--- config.mk ---
export PLATFORM = sky130hd
export DESIGN_NAME = seven_seg_capture
export DESIGN_NICKNAME = d
export VERILOG_FILES = /design/src/rtl/seven_seg_capture.sv
export SDC_FILE = /design/constraint.sdc
export NUM_CORES = 1
export LEC_CHECK = 0
export ABC_AREA = 1
export CAP_MARGIN = 40
export CORE_MARGIN = 2
export CORE_UTILIZATION = 50
export DETAILED_ROUTE_END_ITERATION = 7
export PLACE_DENSITY = 0.71
export SLEW_MARGIN = 20
export SYNTH_ARGS = -nofsm -noshare
export SYNTH_HDL_FRONTEND = slang
export SYNTH_SLANG_ARGS = --single-unit
export TNS_END_PERCENT = 5
--- constraint.sdc ---
create_clock -name clk_100mhz -period 5 [get_ports clk_100mhz]
set_input_delay 1 -clock clk_100mhz [delete_from_list [all_inputs] [get_ports clk_100mhz]]
set_output_delay 1 -clock clk_100mhz [all_outputs]
set_load 0.01 [all_outputs]
--- src/rtl/seven_seg_capture.sv ---
// seven_seg_capture: decodes a multiplexed active-low 7-segment bus
// back into per-anode BCD digits with frame, blank, error and stall flags.
//
// Ports:
//   clk_100mhz   system clock
//   rst_n        async active-low reset
//   segment      active-low segments {g,f,e,d,c,b,a}
//   anode        active-low digit enables, [3] = MM tens, [0] = SS ones
//   digit3..0    last decoded BCD value per anode slot (F on bad pattern)
//   digit_blank  slot i last seen with all segments off
//   digit_err    slot i last seen with an undecodable pattern
//   frame_valid  one-cycle pulse once all four slots are captured
//   scan_stalled no capture for TIMEOUT_CYCLES cycles
module seven_seg_capture #(
  parameter int unsigned STABLE_CYCLES  = 16,
  parameter int unsigned TIMEOUT_CYCLES = 400000
) (
  input  logic       clk_100mhz,
  input  logic       rst_n,
  input  logic [6:0] segment,
  input  logic [3:0] anode,
  output logic [3:0] digit3,
  output logic [3:0] digit2,
  output logic [3:0] digit1,
  output logic [3:0] digit0,
  output logic [3:0] digit_blank,
  output logic [3:0] digit_err,
  output logic       frame_valid,
  output logic       scan_stalled
);

  localparam logic [7:0]  STAB_MAX =
    8'(STABLE_CYCLES);
  localparam logic [7:0]  STAB_PRE =
    8'(STABLE_CYCLES - 1);
  localparam logic [19:0] TMO_MAX  =
    20'(TIMEOUT_CYCLES);
  localparam logic [19:0] TMO_PRE  =
    20'(TIMEOUT_CYCLES - 1);

  localparam logic [10:0] S_IDLE = {4'hF, 7'h7F};

  logic [10:0] s_q;
  logic [10:0] s_prev;
  logic [7:0]  stab_cnt;
  logic [19:0] tmo_cnt;
  logic [3:0]  seen;
  logic [3:0]  dig_q [4];
  logic [3:0]  blank_q;
  logic [3:0]  err_q;
  logic        fv_q;
  logic        stall_q;

  logic        same;
  logic [3:0]  slot_oh;
  logic        capture;
  logic        tmo_hit;
  logic [3:0]  seen_nxt;
  logic [3:0]  dec_val;
  logic        dec_ok;
  logic        dec_blank;

  // Input stage: one register, plus a copy for change detection.
  always_ff @(posedge clk_100mhz or negedge rst_n) begin
    if (!rst_n) begin
      s_q    <= S_IDLE;
      s_prev <= S_IDLE;
    end else begin
      s_q    <= {anode, segment};
      s_prev <= s_q;
    end
  end

  assign same = (s_q == s_prev);

  always_ff @(posedge clk_100mhz or negedge rst_n) begin
    if (!rst_n) begin
      stab_cnt <= '0;
    end else if (!same) begin
      stab_cnt <= '0;
    end else if (stab_cnt != STAB_MAX) begin
      stab_cnt <= stab_cnt + 8'd1;
    end
  end

  // Exactly one anode low selects a slot; anything else is ignored.
  always_comb begin
    slot_oh = 4'b0000;
    case (s_q[10:7])
      4'b1110: slot_oh = 4'b0001;
      4'b1101: slot_oh = 4'b0010;
      4'b1011: slot_oh = 4'b0100;
      4'b0111: slot_oh = 4'b1000;
      default: slot_oh = 4'b0000;
    endcase
  end

  // Fires once per stable period, on the final step to saturation.
  assign capture = same
                && (stab_cnt == STAB_PRE)
                && (|slot_oh);

  always_comb begin
    dec_val   = 4'hF;
    dec_ok    = 1'b1;
    dec_blank = 1'b0;
    case (s_q[6:0])
      7'h40: dec_val = 4'd0;
      7'h79: dec_val = 4'd1;
      7'h24: dec_val = 4'd2;
      7'h30: dec_val = 4'd3;
      7'h19: dec_val = 4'd4;
      7'h12: dec_val = 4'd5;
      7'h02: dec_val = 4'd6;
      7'h78: dec_val = 4'd7;
      7'h00: dec_val = 4'd8;
      7'h10: dec_val = 4'd9;
      7'h7F: begin
        dec_ok    = 1'b0;
        dec_blank = 1'b1;
      end
      default: begin
        dec_ok  = 1'b0;
        dec_val = 4'hF;
      end
    endcase
  end

  // Per-slot digit and flag registers.
  always_ff @(posedge clk_100mhz or negedge rst_n) begin
    if (!rst_n) begin
      for (int i = 0; i < 4; i++) begin
        dig_q[i] <= 4'd0;
      end
      blank_q <= '0;
      err_q   <= '0;
    end else if (capture) begin
      for (int i = 0; i < 4; i++) begin
        if (slot_oh[i]) begin
          if (dec_ok) begin
            dig_q[i]   <= dec_val;
            blank_q[i] <= 1'b0;
            err_q[i]   <= 1'b0;
          end else if (dec_blank) begin
            // Hold digit so blinking keeps its value.
            blank_q[i] <= 1'b1;
            err_q[i]   <= 1'b0;
          end else begin
            dig_q[i]   <= 4'hF;
            blank_q[i] <= 1'b0;
            err_q[i]   <= 1'b1;
          end
        end
      end
    end
  end

  assign seen_nxt = seen | slot_oh;

  // Stall check only matters when no capture lands this edge.
  assign tmo_hit = !capture && (tmo_cnt == TMO_PRE);

  always_ff @(posedge clk_100mhz or negedge rst_n) begin
    if (!rst_n) begin
      tmo_cnt <= '0;
    end else if (capture) begin
      tmo_cnt <= '0;
    end else if (tmo_cnt != TMO_MAX) begin
      tmo_cnt <= tmo_cnt + 20'd1;
    end
  end

  always_ff @(posedge clk_100mhz or negedge rst_n) begin
    if (!rst_n) begin
      stall_q <= 1'b0;
    end else if (capture) begin
      stall_q <= 1'b0;
    end else if (tmo_hit) begin
      stall_q <= 1'b1;
    end
  end

  always_ff @(posedge clk_100mhz or negedge rst_n) begin
    if (!rst_n) begin
      seen <= '0;
      fv_q <= 1'b0;
    end else begin
      fv_q <= 1'b0;
      if (capture) begin
        if (seen_nxt == 4'hF) begin
          seen <= '0;
          fv_q <= 1'b1;
        end else begin
          seen <= seen_nxt;
        end
      end else if (tmo_hit) begin
        seen <= '0;
      end
    end
  end

  assign digit3       = dig_q[3];
  assign digit2       = dig_q[2];
  assign digit1       = dig_q[1];
  assign digit0       = dig_q[0];
  assign digit_blank  = blank_q;
  assign digit_err    = err_q;
  assign frame_valid  = fv_q;
  assign scan_stalled = stall_q;

endmodule

* After elaboration in Yosys (flattened, before gate mapping)
Index checks and enable logic that the tools add are counted.
** Storage, ports and cells
- Register bits :: 80
- Input port bits :: 13
- Output and inout bits :: 26
- Word-level logic and storage cells :: 82
** Cells by class
- Add/subtract/negate cells :: 2
- Eq/ne operators :: 22
- Muxes and demuxes :: 21
- Bitwise operators :: 1
- Reductions and logical operators :: 17
** Operators with widths (number)
- 20-bit two-way mux :: 2
- 4-bit case mux with 10 select lines :: 1
- 7-bit == test (second input constant) :: 4
- 7-bit by 5-bit == test with 1-bit output (second input constant) :: 3
- 20-bit by 1-bit adder with 20-bit output (second input constant) :: 1
- 20-bit by 19-bit == test with 1-bit output (second input constant) :: 1
- 4-bit two-way mux :: 5
- 20-bit by 19-bit inequality test with 1-bit output (second input constant) :: 1
- 4-bit == test (second input constant) :: 4
- 8-bit two-way mux :: 2
- 4-bit case mux with 4 select lines :: 1
- 7-bit by 6-bit == test with 1-bit output (second input constant) :: 2
- 3-bit AND reduction :: 4
- 11-bit == test :: 1
- 1-bit two-way mux :: 10
- 10-bit OR reduction :: 1
- 8-bit by 1-bit adder with 8-bit output (second input constant) :: 1
- 8-bit by 4-bit == test with 1-bit output (second input constant) :: 1
- 8-bit by 5-bit inequality test with 1-bit output (second input constant) :: 1
- 2-bit AND reduction :: 4
- 7-bit by 2-bit == test with 1-bit output (second input constant) :: 1
- 7-bit logical NOT :: 1
- 4-bit by 3-bit == test with 1-bit output (second input constant) :: 1
- 4-bit bitwise OR :: 1
- 6 further kinds :: 9

* Logic depth before layout (Yosys ltp)
- Word-level depth :: 8
- Mapped depth :: 12
- Mapped depth without buffers :: 11

* Worst setup path after synthesis
OpenSTA, ideal clock, no wires.
- Kind :: register to register
- From :: reg stab_cnt[0]
- To :: reg tmo_cnt[13]
- Setup time :: 0.114 ns
- Arrival time :: 1.544 ns
- Data required time :: 4.886 ns
- Slack :: 3.341 ns
- Stages on the path, launching flop included :: 11
- Buffers on the path :: 2
- Clock period less this slack :: 1.659 ns
- Cell sequence :: dfrtp_1 ha_1 nand2_1 inv_1 nand2_1 nor3_4 buf_6 nand4_4 buf_4 nand3b_1 inv_1
** On the way
- Longest elaborated chain between the ends :: 4
- Elaborated cells between the ends (all ways) :: 5
- Those cells by class :: 1 x eq/ne; 1 x mux; 3 x reduce/logical
** RTL lines
- start: declaration :: RTL line 45 : logic [7:0] stab_cnt;
- start signal: assignment :: RTL line 82 : stab_cnt <= stab_cnt + 8'd1;
- 8-bit by 4-bit == test with 1-bit output (*) :: RTL line 100 : && (stab_cnt == STAB_PRE)
- 1-bit logical AND (*) :: RTL line 100
- 1-bit logical AND (*) :: RTL line 101 : && (|slot_oh);
- 20-bit two-way mux / 2-bit nonzero test (equally long branches)
- end signal: assignment :: RTL line 169 : tmo_cnt <= tmo_cnt + 20'd1;
- end: declaration :: RTL line 46 : logic [19:0] tmo_cnt;
Every way passes the cells marked *; elsewhere a longest branch is shown, timed or not.
A chain may end at the register's enable or synchronous reset.

* Worst setup path after layout
- From :: reg dig_q, in the netlist digit1[2]
- To :: out digit1[2]
** RTL lines
- start: declaration :: RTL line 48 : logic [3:0] dig_q [4];
- start signal: indexed assignment :: RTL line 141 : dig_q[i] <= dec_val;
- end: declaration :: RTL line 24 : output logic [3:0] digit1,
No word-level cell between the ends.

==> flow_summary.ini <==
[run_status]
outcome = finished clean

[sta]
fmax_ghz = 0.438
skew_ns = 0.0130
hold_violations = 0
worst_slew_margin_rel_pct = 42.5
holdWs_ns = 0.396
worst_slew_pin_slew_ns = 0.855
finalCritPeriodShare_pct = 45.7
min_period_ns = 2.28
slew_viol_final = 0
tns_ns = 0
setup_violations = 0
rsz0062_at_grt = false

[setup_path]
slowest_delay_ns = 0.54
crit_family = buffers and inverters
worstSetupPathType = register to output pin
crit_path_max_fanout = 2
cp-end-kind = output pin
worst-path-buf-inv = 1
worstPathArrival_ns = 1.28
worstSetupStartpointType = register
crit_chain = clkdlybuf4s50_1
crit_required_ns = 4.00
critical_path.slowest_cell = clkdlybuf4s50_1

[yosys]
synth_area_leader_cell = dfrtp_1
synth.area.top_cells = dfrtp_1 (35%), nand2_1 (15%), dfstp_2 (14%)
ys_ff_latch = 80
syn_avg_cell_area_um2 = 7.78
syn-cell-area_um2 = 4150
seq_area_frac_synth_pct = 48.9
synth_top_area_share_pct = 35.0
synth_cell_types = 35
netlist_instances = 533
ys.warnings.count = 0
synth_nets = 550

[clocking]
cts_hold_buf = 0
clock-sinks = 80
post_cts_resize_count = 0
clkLatencyLatePin_ns = 0.36
cts_setup_buffers = 0
cts_root_buf = clkbuf_8
cts_made_buffers = 9
clk_pin_slew_worst_paths_ns = 0.09
htreeDepth = 3
tritoncts = yes
ctsLongestPathBuffers = 2

[grt]
grt_pass1_vias = 3238
met2_usage_pct = 31.3
use_met3_pct = 3.08
use_met1_pct = 30.5
grt_overflow = 0
grt_use_total_pct = 20.9
busiest_layer = met2
grt_max_degree = 53
grt_pass1_wl_um = 14800
antenna_found_initial = 0

[floorplanning]
die_y_um = 95.1
die-width_um = 95.1
dieArea_um2 = 9040
start_util_pct = 51.0
num_rows = 33
pin_count = 39
core_region_area_um2 = 8130

[finish]
final_design_area_no_fill_um2 = 4860
stdcell_count = 687
fillCellCount = 699
areaGrowthSynthToFinish_pct = 17.2
drive_above_1_share_pct = 11.7
antennaDiodeCount = 0
final_nets = 594

[place]
placed_cells = 671
place_area_um2 = 4640
io_buffers = 38
dp_hpwl_um = 6170
place.gp.congestion = 0.904

[drt]
wl_um = 8530
drtPass1Iterations = 5
drc = 0
detail-route-antenna-nets = 0
vias_per_cell = 5.06
drt_iter0_markers = 266
via_count = 3473
wl_per_cell_um = 12.4

[power]
max-vdd-ir-drop_v = 0.000146
p_per_area_nw_per_um2 = 260
p_leak_uw = 0.00246
power_uw = 1260

[min_path]
holdCritPathClass = register to register

[job]
maxCapViolations = 0
## worst reg2reg max path: stages (launching register included)
cell,delay [ns]
dfstp_2,0.60
xnor2_1,0.16
nand2_1,0.07
nor2_1,0.12
nand2_1,0.08
nor2_1,0.59
nand4_1,0.33
nand2_1,0.14
nand2_1,0.06
## cell usage after synthesis (all sizes together)
cell,instances
nand2,168
inv,74
nor2,68
dfrtp,58
nand3,53
dfstp,22
nor3,18
nand4,17
o21ai,9
or2,9
xnor2,8
buf,5
xor2,5
ha,4
a21oi,3
nand3b,3
o211ai,3
a31o,1
clkbuf,1
nand2b,1
nor3b,1
nor4,1
o21bai,1
## area by class of cell
class | count | area, um2 | share of cell area [%]
Tap cell | 105 | 131 | 2.70
Clock buffer | 9 | 124 | 2.55
Inverter | 74 | 278 | 5.72
Clock inverter | 7 | 96.3 | 1.98
Timing Repair Buffer | 39 | 405 | 8.34
Multi-Input combinational cell | 373 | 1800 | 36.9
Sequential cell | 80 | 2030 | 41.8
## path summary, 6_finish.rpt
kind	start	to	slack [ns]	cells past startpoint
worst min-delay path	s_q[3]	s_prev[3]	0.40	0
worst max-delay path	digit1[2]	digit1[2]	2.72	1
worst min register to register	s_q[3]	s_prev[3]	0.40	0
min in group asynchronous	rst_n	tmo_cnt[14]	0.57	1
max in group asynchronous	rst_n	s_prev[10]	3.83	2
worst max register to register	s_q[1]	digit2[3]	2.76	8
## per-layer routing
layer | vias up | share of wire, % | wire (um)
li1 | 1764 | - | -
met1 | 1610 | 49 | 4190
met2 | 84 | 45 | 3850
met3 | 15 | 3.8 | 323
met4 | 0 | 1.9 | 165
met5 | - | 0 | 0
## state kept, by name, summed over array words and instances, names as in the netlist
| name | count |
|---|---|
| tmo_cnt | 20 |
| s_prev | 11 |
| s_q | 11 |
| stab_cnt | 8 |
| digit0 | 4 |
| digit1 | 4 |
| digit2 | 4 |
| digit3 | 4 |
| digit_blank | 4 |
| digit_err | 4 |
| seen | 4 |
| frame_valid | 1 |
| scan_stalled | 1 |
## logic make-up after synthesis
| logic type | Yosys count | share of synthesized area [%] |
|---|---|---|
| DFF | 80 | 48.9 |
| buffers and inverters | 80 | 7.76 |
| AOI/OAI and AO/OA | 17 | 2.63 |
| and+or+nand+nor | 339 | 36.7 |
| xor gates and xnor gates | 13 | 2.75 |
| adders and majority gates | 4 | 1.21 |
## stage by stage
stage	setup WS (ns)	util (%)
6_report	2.72	59.7
5_1_grt	2.47	59.7
4_1_cts	2.69	59.7
3_5_place_dp	2.74	57.0
3_3_place_gp	2.78	56.7
2_1_floorplan	3.34	-
## power by group
part	total, uW	leakage, uW	internal [uW]	switching (uW)
Clock	521	0.000101	281	241
Sequential	674	0.00103	663	10.6
Combinational	66.3	0.00133	24.1	42.2
Total	1260	0.00246	968	294
## placed cells by master (no fill, tap or decap), types with 4 or more instances in the layout
master	count
dfstp_2	22
clkbuf_8	9
nor2_1	64
o21ai_0	9
inv_1	66
nand3_1	52
dfrtp_1	58
ha_1	4
xor2_1	5
inv_2	8
nand2_1	167
or2_2	7
nand4_1	16
nor3_1	15
clkdlybuf4s50_1	37
xnor2_1	8
No activity file was read; power rests on OpenSTA's default activity.
